<file path="src/rtl/me_sched_pkg.sv">
// Shared definitions for the motion-estimation scheduler: engine opcodes,
// FSM state encoding and default geometry.
package me_sched_pkg;

  localparam int ME_NCAND    = 7;
  localparam int ME_BLK_COLS = 480;
  localparam int ME_BLK_ROWS = 270;
  localparam int ME_SAD_W    = 12;

  localparam logic [1:0] ME_OP_LOAD = 2'd0;
  localparam logic [1:0] ME_OP_CMP  = 2'd1;

  typedef enum logic [2:0] {
    ST_IDLE,
    ST_LOAD,
    ST_CMP_ISSUE,
    ST_CMP_WAIT,
    ST_REPORT
  } me_state_e;

endpackage

</file>
<file path="src/rtl/me_sched_fifo.sv">
// Pending-block queue: first-word-fall-through FIFO of {bx, by} with a flush
// that may load a single entry in the same cycle.
module me_sched_fifo #(
  parameter int DEPTH = 4,
  parameter int W     = 18
) (
  input  logic                   clk,
  input  logic                   rst,
  input  logic                   flush_i,
  input  logic                   push_i,
  input  logic [W-1:0]           push_data_i,
  input  logic                   pop_i,
  output logic [W-1:0]           head_o,
  output logic                   full_o,
  output logic                   empty_o,
  output logic [$clog2(DEPTH):0] count_o
);
  localparam int AW = $clog2(DEPTH);

  logic [W-1:0]  mem_q [DEPTH];
  logic [AW-1:0] wr_q, rd_q;
  logic [AW:0]   cnt_q;

  always_ff @(posedge clk) begin
    if (push_i) mem_q[flush_i ? '0 : wr_q] <= push_data_i;
  end

  always_ff @(posedge clk) begin
    if (rst) begin
      wr_q  <= '0;
      rd_q  <= '0;
      cnt_q <= '0;
    end else if (flush_i) begin
      rd_q  <= '0;
      wr_q  <= push_i ? AW'(1) : '0;
      cnt_q <= push_i ? (AW+1)'(1) : '0;
    end else begin
      if (push_i) wr_q <= wr_q + 1'b1;
      if (pop_i)  rd_q <= rd_q + 1'b1;
      cnt_q <= cnt_q + (AW+1)'(push_i) - (AW+1)'(pop_i);
    end
  end

  assign head_o  = mem_q[rd_q];
  assign full_o  = (cnt_q == (AW+1)'(DEPTH));
  assign empty_o = (cnt_q == '0);
  assign count_o = cnt_q;

endmodule

</file>
<file path="src/rtl/me_sched.sv">
// Motion-estimation scheduler: queues ready blocks and drives one shared SAD
// engine (LOAD + NCAND CMPs per block). Optional statistics: ME_SCHED_STAT_EN.
module me_sched
  import me_sched_pkg::*;
#(
  parameter int NCAND      = ME_NCAND,
  parameter int BLK_COLS   = ME_BLK_COLS,
  parameter int BLK_ROWS   = ME_BLK_ROWS,
  parameter int SAD_W      = ME_SAD_W,
  parameter int FIFO_DEPTH = 4
) (
  input  logic             clk,
  input  logic             rst,
  input  logic             vsync_start,
  input  logic             blk_rdy,
  output logic             cmd_vld,
  input  logic             cmd_rdy,
  output logic [1:0]       cmd_op,
  output logic [2:0]       cmd_cand,
  output logic [8:0]       cmd_bx,
  output logic [8:0]       cmd_by,
  input  logic             res_vld,
  input  logic [SAD_W-1:0] res_sad,
  output logic             mv_vld,
  output logic [2:0]       mv_cand,
  output logic [SAD_W-1:0] mv_sad,
  output logic [8:0]       mv_bx,
  output logic [8:0]       mv_by,
  output logic             drop,
  output logic             busy,
  output logic [17:0]      stat_blk_cnt,
  output logic [15:0]      stat_drop_cnt
);
  localparam int         CW      = $clog2(FIFO_DEPTH) + 1;
  localparam logic [2:0] K_LAST  = 3'(NCAND - 1);
  localparam logic [8:0] BX_LAST = 9'(BLK_COLS - 1);
  localparam logic [8:0] BY_LAST = 9'(BLK_ROWS - 1);

  me_state_e        state_q, state_d;
  logic [2:0]       k_q, k_d;
  logic [8:0]       wbx_q, wbx_d, wby_q, wby_d;
  logic [8:0]       cbx_q, cbx_d, cby_q, cby_d;
  logic [2:0]       best_cand_q, best_cand_d;
  logic [SAD_W-1:0] best_sad_q, best_sad_d;
  logic             cmd_vld_q, mv_vld_q, drop_q, busy_q;
  logic [1:0]       cmd_op_q;
  logic             pop, push_acc, drop_d, busy_d;
  logic             fifo_full, fifo_empty;
  logic [17:0]      fifo_head, push_data;
  logic [CW-1:0]    fifo_cnt, fifo_cnt_next;

  // A frame start re-aligns the queue, so the coincident block always fits.
  assign push_acc      = blk_rdy && (vsync_start || !fifo_full || pop);
  assign drop_d        = blk_rdy && !push_acc;
  assign push_data     = vsync_start ? '0 : {cbx_q, cby_q};
  assign fifo_cnt_next = fifo_cnt + CW'(push_acc) - CW'(pop);
  assign busy_d        = (state_d != ST_IDLE) ||
                         (vsync_start ? push_acc : (fifo_cnt_next != '0));

  me_sched_fifo #(.DEPTH(FIFO_DEPTH), .W(18)) u_fifo (
    .clk         (clk),
    .rst         (rst),
    .flush_i     (vsync_start),
    .push_i      (push_acc),
    .push_data_i (push_data),
    .pop_i       (pop),
    .head_o      (fifo_head),
    .full_o      (fifo_full),
    .empty_o     (fifo_empty),
    .count_o     (fifo_cnt)
  );

  always_comb begin
    state_d     = state_q;
    k_d         = k_q;
    wbx_d       = wbx_q;
    wby_d       = wby_q;
    best_cand_d = best_cand_q;
    best_sad_d  = best_sad_q;
    pop         = 1'b0;
    case (state_q)
      ST_IDLE: begin
        if (!fifo_empty) begin
          pop     = 1'b1;
          wbx_d   = fifo_head[17:9];
          wby_d   = fifo_head[8:0];
          k_d     = '0;
          state_d = ST_LOAD;
        end
      end
      ST_LOAD:      if (cmd_rdy) state_d = ST_CMP_ISSUE;
      ST_CMP_ISSUE: if (cmd_rdy) state_d = ST_CMP_WAIT;
      ST_CMP_WAIT: begin
        if (res_vld) begin
          // Strict compare: ties keep the lowest candidate index.
          if (k_q == '0 || res_sad < best_sad_q) begin
            best_cand_d = k_q;
            best_sad_d  = res_sad;
          end
          if (k_q == K_LAST) begin
            state_d = ST_REPORT;
          end else begin
            k_d     = k_q + 1'b1;
            state_d = ST_CMP_ISSUE;
          end
        end
      end
      ST_REPORT: state_d = ST_IDLE;
      default:   state_d = ST_IDLE;
    endcase
    if (vsync_start) begin
      state_d = ST_IDLE;
      pop     = 1'b0;
    end
  end

  always_comb begin
    cbx_d = cbx_q;
    cby_d = cby_q;
    if (vsync_start) begin
      cbx_d = blk_rdy ? 9'd1 : 9'd0;
      cby_d = '0;
    end else if (push_acc) begin
      if (cbx_q == BX_LAST) begin
        cbx_d = '0;
        cby_d = (cby_q == BY_LAST) ? 9'd0 : cby_q + 1'b1;
      end else begin
        cbx_d = cbx_q + 1'b1;
      end
    end
  end

  always_ff @(posedge clk) begin
    if (rst) begin
      state_q     <= ST_IDLE;
      k_q         <= '0;
      wbx_q       <= '0;
      wby_q       <= '0;
      cbx_q       <= '0;
      cby_q       <= '0;
      best_cand_q <= '0;
      best_sad_q  <= '0;
      cmd_vld_q   <= 1'b0;
      cmd_op_q    <= ME_OP_LOAD;
      mv_vld_q    <= 1'b0;
      drop_q      <= 1'b0;
      busy_q      <= 1'b0;
    end else begin
      state_q     <= state_d;
      k_q         <= k_d;
      wbx_q       <= wbx_d;
      wby_q       <= wby_d;
      cbx_q       <= cbx_d;
      cby_q       <= cby_d;
      best_cand_q <= best_cand_d;
      best_sad_q  <= best_sad_d;
      cmd_vld_q   <= (state_d == ST_LOAD) || (state_d == ST_CMP_ISSUE);
      cmd_op_q    <= (state_d == ST_CMP_ISSUE) ? ME_OP_CMP : ME_OP_LOAD;
      mv_vld_q    <= (state_d == ST_REPORT);
      drop_q      <= drop_d;
      busy_q      <= busy_d;
    end
  end

  assign cmd_vld  = cmd_vld_q;
  assign cmd_op   = cmd_op_q;
  assign cmd_cand = k_q;
  assign cmd_bx   = wbx_q;
  assign cmd_by   = wby_q;
  assign mv_vld   = mv_vld_q;
  assign mv_cand  = best_cand_q;
  assign mv_sad   = best_sad_q;
  assign mv_bx    = wbx_q;
  assign mv_by    = wby_q;
  assign drop     = drop_q;
  assign busy     = busy_q;

`ifdef ME_SCHED_STAT_EN
  logic [17:0] blk_cnt_q;
  logic [15:0] drop_cnt_q;

  always_ff @(posedge clk) begin
    if (rst || vsync_start) begin
      blk_cnt_q  <= '0;
      drop_cnt_q <= '0;
    end else begin
      if (state_d == ST_REPORT && blk_cnt_q != '1) blk_cnt_q <= blk_cnt_q + 1'b1;
      if (drop_d && drop_cnt_q != '1) drop_cnt_q <= drop_cnt_q + 1'b1;
    end
  end

  assign stat_blk_cnt  = blk_cnt_q;
  assign stat_drop_cnt = drop_cnt_q;
`else
  assign stat_blk_cnt  = '0;
  assign stat_drop_cnt = '0;
`endif

endmodule
</file>
<file path="config.mk">
export PLATFORM = sky130hd
export DESIGN_NAME = me_sched
export DESIGN_NICKNAME = d
export VERILOG_FILES = /design/src/rtl/me_sched_pkg.sv /design/src/rtl/me_sched_fifo.sv /design/src/rtl/me_sched.sv
export SDC_FILE = /design/constraint.sdc
export NUM_CORES = 1
export LEC_CHECK = 0
export CAP_MARGIN = 20
export CORE_ASPECT_RATIO = 1.5
export CORE_MARGIN = 2
export CORE_UTILIZATION = 48
export CTS_CLUSTER_DIAMETER = 100
export DETAILED_ROUTE_END_ITERATION = 6
export GPL_TIMING_DRIVEN = 0
export PLACE_DENSITY_LB_ADDON = 0.1
export SYNTH_ARGS = -nofsm -noshare
export SYNTH_HDL_FRONTEND = slang
export SYNTH_HIERARCHICAL = 1
export SYNTH_SLANG_ARGS = --single-unit
</file>
<file path="constraint.sdc">
create_clock -name clk -period 3.3 [get_ports clk]
set_input_delay 0.495 -clock clk [delete_from_list [all_inputs] [get_ports clk]]
set_output_delay 0.495 -clock clk [all_outputs]
set_load 0.05 [all_outputs]
</file>
* Word-level counts from Yosys, hierarchy flattened *
Memory sizes are Yosys's and may differ from the RTL's. A register that Yosys moved wholly into a read port is not among the register bits.
Cells that the tools add are included.
W data, S select, Z words.

cells by class
  $add $sub $neg = 7
  muxes and demuxes = 30
  reductions and logical operators = 21
  bitwise logic cells = 1
  $lt $le $gt $ge = 1
  eq/ne operators = 13

operators with widths
  kind                   count
  $mux W9                4
  $mux W3                10
  $add A9 B1 Y9 const B  2
  $eq A9 B9 Y1 const B   2
  $mux W18               1
  $lt A12 B12 Y1         1
  $pmux W3 S4            1
  $mux W1                10
  $eq A3 B2 Y1 const B   3
  $eq A3 B3 Y1 const B   3
  $logic_not A3 Y1       3
  $eq A3 B1 Y1 const B   2
  $mux W2                3
  $ne A2 B2 Y1 const B   3
  $pmux W3 S2            1
  $reduce_bool A3 Y1     2
  $logic_or A1 B1 Y1     5
  $add A2 B1 Y2 const B  2
  $reduce_and A2 Y1      2
  $reduce_and A4 Y1      1
  $reduce_bool A2 Y1     2
  $add A3 B1 Y3          1
  $add A3 B1 Y3 const B  1
  $reduce_and A3 Y1      1
  other kinds (5)        7

storage, ports and cells
  register bits = 52
  input bits = 18
  memories kept = 1
  output and inout bits = 94
  word-level logic and storage cells = 88
  RAM bits = 72

memory list
  memory        words  bits a word  rd ports  clocked after Yosys merged registers in  wr ports  line                 text
  u_fifo.mem_q  4      18           1         1                                        1         me_sched_fifo.sv:20  logic [W-1:0] mem_q [DEPTH];

* Logic depth before layout (Yosys ltp) *
Gate-level depths: netlist of run 1.

  word-level depth = 11
  depth in mapped cells = 12
  mapped depth without buffers = 10

* By module *
The synthesis of run 1 kept the hierarchy.

modules (own cells, without submodules)
  module         area each (µm²)  cells an instance  sequential area each (µm²)  times used
  me_sched       3,712.3          436                1,241.2                     1
  me_sched_fifo  3,056.7          137                2,342.2                     1

* Least setup slack after synthesis of run 1 *
Ideal clock, no wire load.

  kind = register -> register
  start = register u_fifo.cnt_q[1], in the netlist u_fifo/count_o[1]
  end = memory u_fifo.mem_q[2][0], enable pin
  period minus slack after synthesis = 3.513 ns
  path buffers = 0
  required time = 2.860 ns
  setup slack = -0.213 ns
  library setup time = 0.440 ns
  stages on the path, launching flop included = 6
  arrival = 3.073 ns
  path through = dfxtp_1 > nor3_1 > o41ai_4 > o21ai_2 > inv_1 > nor4bb_1

between the ends
  cells in the longest elaborated chain, start to end = 8
  elaborated cells on any way between the ends = 11
  classes of those cells = eq/ne: 1; mux: 5; reduce/logical: 5

RTL lines
  item                    line                 text
  start, declared         me_sched_fifo.sv:22  logic [AW:0] cnt_q;
  start signal, assigned  me_sched_fifo.sv:36  cnt_q <= push_i ? (AW+1)'(1) : '0;
  start signal, assigned  me_sched_fifo.sv:40  cnt_q <= cnt_q + (AW+1)'(push_i) - (AW+1)'(pop_i);
  $logic_not A3 Y1        me_sched_fifo.sv:46  assign empty_o = (cnt_q == '0);
  net fifo_empty          me_sched.sv:48       logic fifo_full, fifo_empty;
  $mux W1                 me_sched.sv:83       if (!fifo_empty) begin
  $mux W1                 me_sched.sv:81       case (state_q)
  $mux W1                 me_sched.sv:111      if (vsync_start) begin
  $logic_or A1 B1 Y1      me_sched.sv:53       assign push_acc = blk_rdy && (vsync_start || !fifo_full || pop);
  $logic_and A1 B1 Y1     me_sched.sv:53
  net push_acc            me_sched.sv:47       logic pop, push_acc, drop_d, busy_d;
  $mux W1 (2 in a row)    me_sched_fifo.sv:25  if (push_i) mem_q[flush_i ? '0 : wr_q] <= push_data_i;
  end, declared           me_sched_fifo.sv:20

The timed path passes the listed nets, and every way through them passes these cells.

* Worst setup path after layout of run 1 *
  start = input vsync_start
  end = register busy_q, in the netlist busy

between the ends
  cells in the longest elaborated chain, start to end = 8
  elaborated cells on any way between the ends = 11
  classes of those cells = add/sub: 2; mux: 3; reduce/logical: 6

RTL lines
  item                    line             text
  start, declared         me_sched.sv:14   input logic vsync_start,
  $mux W1 (*)             me_sched.sv:111
  net pop                 me_sched.sv:47
  $logic_or A1 B1 Y1      me_sched.sv:53
  $logic_and A1 B1 Y1     me_sched.sv:53
  $add A3 B1 Y3           me_sched.sv:56   assign fifo_cnt_next = fifo_cnt + CW'(push_acc) - CW'(pop);
  $sub A3 B1 Y3           me_sched.sv:56
  $reduce_bool A3 Y1      me_sched.sv:58   (vsync_start ? push_acc : (fifo_cnt_next != '0));
  $mux W1 (*)             me_sched.sv:58
  $logic_or A1 B1 Y1 (*)  me_sched.sv:57   assign busy_d = (state_d != ST_IDLE) ||
  end signal, assigned    me_sched.sv:161  busy_q <= busy_d;
  end, declared           me_sched.sv:45   logic cmd_vld_q, mv_vld_q, drop_q, busy_q;

The timed path passes the listed nets; every way through them passes the cells marked *.
A chain may end at the register's enable or synchronous reset.

==> run summary, run 1 <==
Synth area leaders -> edfxtp_1, dfxtp_1, buf_4
dpl hpwl -> 10.10 mm
setup_tns -> 0 ns
crit end category -> flop
fmax -> 0.3217 GHz
crit path buf inv count -> 4
Core Area -> 13930 um2
pwr dens -> 575.0 nW/um2
area delta synth->final -> 26.16%
measured slew at the worst slew-check pin -> 1.035 ns
CTS buffer count -> 17
cells along the critical path -> clkdlybuf4s50_1 > clkbuf_1 > clkbuf_2 > nor2_2 > ha_1 > inv_1 > ha_1 > fa_1 > xnor2_1 > o31ai_1 > a31oi_1
met2 Usage GRT -> 33.80%
final wirelength -> 13.52 mm
number of cell rows -> 53
largest net degree at the start of global routing -> 19
Max-Cap Viols -> 0
Root Driver -> clkbuf_16
DR vias/cell -> 5.066
Max FO, Critical Path -> 10
design area -> 8539 um2
share of post-route cells with drive strength above 1 -> 17.85%
Clk Latency, worst-skew pair -> 0.41 ns
total setup buffers inserted after CTS -> 0
initial drt markers -> 197
Setup Crit Path Kind -> in -> reg
port buffer count -> 76
Post-Synthesis Cells -> 573
Max stage delay on crit path -> 0.71 ns
die height -> 149.4 um
flop2flop setup slack -> 0.23 ns
Synth warnings -> 6
most frequent CP cell -> ha_1
Seq/Total Area, Yosys -> 52.94%
Hold Path Class -> reg -> reg
reg2reg start -> u_fifo/count_o[1]$_SDFF_PP0_
first-pass GRT wire length -> 21.62 mm
Internal -> 3.490 mW
CTS resizes -> 4
Mean Syn Cell Area -> 11.81 um2
Max H-tree Level -> 4
GR Util met1 -> 21.39%
CP arrival -> 3.38 ns
reg2reg end -> busy$_SDFF_PP0_
vias -> 4468
Initial Utilization -> 48.61%
Worst Reg-to-Reg Cells -> 10
busiest grt layer -> met2
die area -> 15090 um2
ys flop type -> edfxtp_1
post-place setup slack -> -0.5498 ns
number of antenna diodes -> 0
Clk pwr share -> 39.7%
status -> complete, no violations
area of the mapped netlist -> 6769 um2
Post-synth EDFFs -> 72
Max Buffers Root-to-Sink -> 2
Final WS setup -> 0.1915 ns
Worst Hold Path Cells -> 2
fin. max-slew vios -> 0
fillers -> 1133
Nets -> 745
cts-stage hold buffer count -> 0
GP Congestion -> 0.9002
Tcrit/Tclk final -> 94.20%
Die X -> 101.0 um
Worst Hold End -> cmd_by[5]$_SDFFE_PP0N_
CP Launch Type -> input pin
commonest non-fill, non-tap cell in the layout -> clkdlybuf4s50_1
Pre-Repair DR Iteration Count -> 4
LEAKAGE -> 3.199 nW
placed inst area -> 7916 um2
Comb pwr share -> 20.0%
# IOs -> 112
switching part of the total power -> 28.92%
DRC -> 0
#FFs+latches synth -> 143
Finished Core Util -> 61.32%
initial antenna violation count -> 0
Worst Hold Launch -> cmd_by[5]$_SDFFE_PP0N_
sw power -> 1.420 mW
RSZ-0062 raised after global routing -> false
Fin. Hold Viols -> 0
routing usage on met3 -> 4.064%
endpoints failing setup -> 0
Period minus WS final -> 3.108 ns
maximum vdd drop -> 282.9 uV
Largest delay share family, worst path -> buffers and inverters
Async S/R FF share, synth -> 0%
post-synthesis cell type count -> 61
share of power burned in registers -> 40.2%
clock skew -> 0.007919 ns
Detail Route Antenna Nets -> 0
GRT Overall Usage -> 18.51%
share of the synthesized area in the top cell type -> 31.94%
vias in the first global route -> 4324
CTS tree -> done
clk slew on worst S/H paths -> 0.06 ns
global route overflow -> 0
clock sinks -> 143
Critical-path top delay cell -> clkdlybuf4s50_1
area leader, netlist -> edfxtp_1
Critical Path RT -> 3.57 ns
relative slew slack -> 30.97%
Routed WL per cell -> 15.33 um
commonest cells after routing, fill and taps aside -> clkdlybuf4s50_1, edfxtp_1, dfxtp_1, buf_4, nand2_1
==> through the flow <==
stage	hold WS [ns]	cells	power [mW]
6_report	0.4717	882	4.910
5_1_grt	0.5037	882	5.116
4_1_cts	0.4729	881	4.953
3_5_place_dp	0.4646	850	2.994
3_3_place_gp	0.4605	848	2.968
2_1_floorplan	0.4622	607	2.723
==> power by group through the flow <==
stage / registers (mW) / logic, mW / clock network, mW
3_5_place_dp: 2.01 / 0.980 / 0
3_3_place_gp: 2.01 / 0.958 / 0
6_report: 1.98 / 0.983 / 1.95
2_1_floorplan: 2.13 / 0.592 / 0
4_1_cts: 1.98 / 0.986 / 1.99
5_1_grt: 1.98 / 1.05 / 2.08
==> worst max path at each step <==
| stage | startpoint | to | slack (ns) | cells after the start |
|---|---|---|---|---|
| floorplan | u_fifo/count_o[1]$_SDFF_PP0_ | busy$_SDFF_PP0_ | 0.20 | 12 |
| detailed placement | u_fifo/count_o[1]$_SDFF_PP0_ | busy$_SDFF_PP0_ | -0.55 | 12 |
| global route | vsync_start | busy$_SDFF_PP0_ | 0.04 | 11 |
| finish | vsync_start | busy$_SDFF_PP0_ | 0.19 | 11 |
| global placement | vsync_start | u_fifo/mem_q[1][0]$_DFFE_PP_ | -0.87 | 4 |
| CTS | u_fifo/count_o[1]$_SDFF_PP0_ | busy$_SDFF_PP0_ | 0.1 | 10 |
==> cells in the mapped netlist (10+ instances only) <==
library cell	n
clkbuf_1	15
nor2_1	23
nor3_1	11
nor2b_1	23
dfxtp_1	71
edfxtp_1	72
inv_1	25
a21oi_1	29
ha_1	21
mux4_2	10
mux2i_1	17
nand2b_1	30
buf_4	54
nand2_1	53
==> registers in the layout, indices dropped and copies added (netlist names), 2 cells and up, named ones only <==
signal          count
mv_sad             12
u_fifo/rd_q         2
mv_cand             3
state_q             3
cmd_by              9
u_fifo/count_o      3
u_fifo/mem_q       72
cbx_q               9
cmd_cand            3
u_fifo/wr_q         2
cmd_bx              9
cby_q               9
==> layer usage <==
metal,wire length (um),share of wire (%)
met1,5405,40
met2,7361,54
met3,586,4.3
met4,165,1.2
met5,0,0
==> worst min-delay path, delay by kind of cell, from the launching register on <==
kind	cells	cell delay [ns]
AND/OR/NAND/NOR	1	0.06
flip-flops	1	0.32
AO/OA/AOI/OAI	1	0.05
==> cell families (layout without fill, tap and decap cells) <==
kind of cell | Yosys count | count (layout) | share of synthesized area [%]
buf+inv | 101 | 211 | 9.224
xor+xnor | 14 | 14 | 1.811
fa+ha+maj | 23 | 23 | 4.473
other cells | 1 | 35 | 0.05540
mux | 36 | 36 | 9.113
simple gates | 186 | 186 | 14.79
flops | 143 | 143 | 52.94
compound gates | 69 | 69 | 7.597
==> layout make-up <==
| class | count | area (um2) | share of cell area (%) |
|---|---|---|---|
| sequential | 143 | 3583 | 41.96 |
| multi-input combinational | 363 | 2730 | 31.97 |
| inverter | 25 | 93.84 | 1.099 |
| clock inverter | 15 | 180.2 | 2.110 |
| tap | 165 | 206.4 | 2.418 |
| timing repair buffer | 79 | 790.8 | 9.260 |
| buffer | 75 | 529.3 | 6.198 |
| clock buffer | 17 | 425.4 | 4.982 |
(Power assumes the default switching activity.)
==> run 2, diff against run 1 <==
- CORE_UTILIZATION: 48 -> 57
- DONT_BUFFER_PORTS: not set -> 1
==> run summary, run 2 (synthesis results as in run 1) <==
status -> complete, no violations
design area -> 7781 um2
area delta synth->final -> 14.95%
Clk Latency, worst-skew pair -> 0.42 ns
DR vias/cell -> 5.393
sw power -> 1.357 mW
clock sinks -> 143
share of post-route cells with drive strength above 1 -> 19.34%
number of cell rows -> 48
Comb pwr share -> 14.6%
Hold Slack -> 0.1895 ns
die height -> 137.5 um
Worst Hold Path Cells -> 2
Core Area -> 11530 um2
number of flip-flops under the largest register name -> 72
fin. max-slew vios -> 0
Worst Hold Launch -> blk_rdy
commonest non-fill, non-tap cell in the layout -> edfxtp_1
Non-Filler Instances -> 791
clk slew on worst S/H paths -> 0.06 ns
GP Congestion -> 0.9037
Max H-tree Level -> 4
dpl hpwl -> 9.611 mm
endpoints failing setup -> 0
Max Buffers Root-to-Sink -> 2
Tcrit/Tclk final -> 91.51%
initial antenna violation count -> 0
Max-Cap Viols -> 0
placed insts -> 759
fillers -> 882
Max FO, Critical Path -> 11
Root Driver -> clkbuf_16
Hold Path Class -> in -> reg
CTS buffer count -> 17
GRT Overall Usage -> 21.98%
Clk pwr share -> 41.3%
final wirelength -> 13.47 mm
fmax -> 0.3311 GHz
measured slew at the worst slew-check pin -> 0.9916 ns
RSZ-0062 raised after global routing -> false
die area -> 12780 um2
reg2reg start -> u_fifo/count_o[1]$_SDFF_PP0_
LEAKAGE -> 2.937 nW
setup_tns -> 0 ns
Largest Register -> u_fifo/mem_q
initial drt markers -> 280
Critical-path top delay cell -> or4_4
Setup Crit Path Kind -> reg -> reg
commonest cells after routing, fill and taps aside -> edfxtp_1, dfxtp_1, buf_4, nand2_1, conb_1
Pre-Repair DR Iteration Count -> 4
cells along the critical path -> nor3_2 > or4_4 > clkbuf_2 > nor2_2 > ha_1 > inv_1 > ha_1 > fa_1 > o31ai_1 > a31oi_1
largest net degree at the start of global routing -> 19
Routed WL per cell -> 17.03 um
first-pass GRT wire length -> 21.24 mm
Worst Hold End -> drop$_SDFF_PP0_
post-place setup slack -> -0.4629 ns
switching part of the total power -> 28.31%
vias in the first global route -> 4195
relative slew slack -> 33.90%
maximum vdd drop -> 315.1 uV
# IOs -> 112
number of antenna diodes -> 0
Period minus WS final -> 3.020 ns
Critical Path RT -> 3.58 ns
DRC -> 0
Detail Route Antenna Nets -> 0
Max stage delay on crit path -> 0.60 ns
CP Launch Type -> flop
global route overflow -> 0
cts-stage hold buffer count -> 0
flop2flop setup slack -> 0.28 ns
CTS tree -> done
Worst Reg-to-Reg Cells -> 10
Internal -> 3.437 mW
Die X -> 92.98 um
reg2reg end -> busy$_SDFF_PP0_
vias -> 4266
CP arrival -> 3.30 ns
Fin. Hold Viols -> 0
Final WS setup -> 0.2802 ns
pwr dens -> 616.0 nW/um2
share of power burned in registers -> 44.1%
most frequent CP cell -> ha_1
clock skew -> 0.02838 ns
Nets -> 669
Initial Utilization -> 58.70%
placed inst area -> 7141 um2
crit end category -> flop
port buffer count -> 0
==> run 2: cell types whose count changed in the layout (fill, tap and decap cells not counted) <==
cell / before / now
clkbuf_8: 0 / 1
bufinv_16: 3 / 2
buf_8: 0 / 1
buf_6: 5 / 4
clkbuf_1: 12 / 16
inv_4: 1 / 0
clkbuf_16: 17 / 20
clkdlybuf4s50_1: 76 / 0
inv_6: 4 / 1
clkinvlp_4: 2 / 1
inv_8: 1 / 0
clkbuf_2: 2 / 1
==> run 2: area by class of cell <==
cell class	instances	area (um2)	share of cell area (%)
clock buffer	24	525.5	6.753
inverter	25	93.84	1.206
sequential	143	3583	46.05
timing repair buffer	3	33.78	0.4342
buffer	75	528.0	6.786
tap	150	187.7	2.412
clock inverter	8	98.84	1.270
multi-input combinational	363	2730	35.09
==> run 2: repair_timing <==
| action | in CTS | in global routing |
|---|---|---|
| resized for setup | 2 | 2 |
| pin swaps | 0 | 0 |
| buffers inserted | 0 | 0 |
| setup endpoints to repair | 3 | 2 |
==> run 2: worst max path at each step <==
stage	from	end	cells after the start
6_report	u_fifo/count_o[1]$_SDFF_PP0_	busy$_SDFF_PP0_	10
5_1_grt	u_fifo/count_o[1]$_SDFF_PP0_	busy$_SDFF_PP0_	10
4_1_cts	u_fifo/count_o[1]$_SDFF_PP0_	busy$_SDFF_PP0_	10
3_5_place_dp	u_fifo/count_o[1]$_SDFF_PP0_	busy$_SDFF_PP0_	12
3_3_place_gp	u_fifo/count_o[1]$_SDFF_PP0_	u_fifo/mem_q[1][2]$_DFFE_PP_	5
2_1_floorplan	u_fifo/count_o[1]$_SDFF_PP0_	busy$_SDFF_PP0_	12
==> run 2: power groups by stage <==
stage               logic [mW]  registers (mW)  clock network [mW]
floorplan                0.592            2.13                   0
global placement         0.672            2.15                   0
detailed placement       0.685            2.15                   0
CTS                      0.689            2.11                2.00
global route             0.760            2.12                2.08
finish                   0.699            2.11                1.98
==> run 2: worst max-delay path, delay by kind of cell, from the launching register on <==
family | cells | cell delay (ns)
DFF | 1 | 0.44
adders and majority gates | 3 | 0.82
and+or+nand+nor | 3 | 0.95
AOI/OAI and AO/OA | 2 | 0.35
buffers and inverters | 2 | 0.31
==> run 2: per-layer routing <==
metal  track usage (%)  share of wire, %  vias up
met3             5.525               4.5       12
met2             40.10                54      111
met1             24.83                40     2075
li1                  -                 -     2068
met5                 0                 0        -
met4             7.761               1.2        0
==> run 2: through the flow <==
| stage | power (mW) | utilization (%) |
|---|---|---|
| 2_1_floorplan | 2.723 | - |
| 3_3_place_gp | 2.817 | 61.55 |
| 3_5_place_dp | 2.835 | 61.92 |
| 4_1_cts | 4.803 | 67.36 |
| 5_1_grt | 4.967 | 67.48 |
| 6_report | 4.794 | 67.48 |
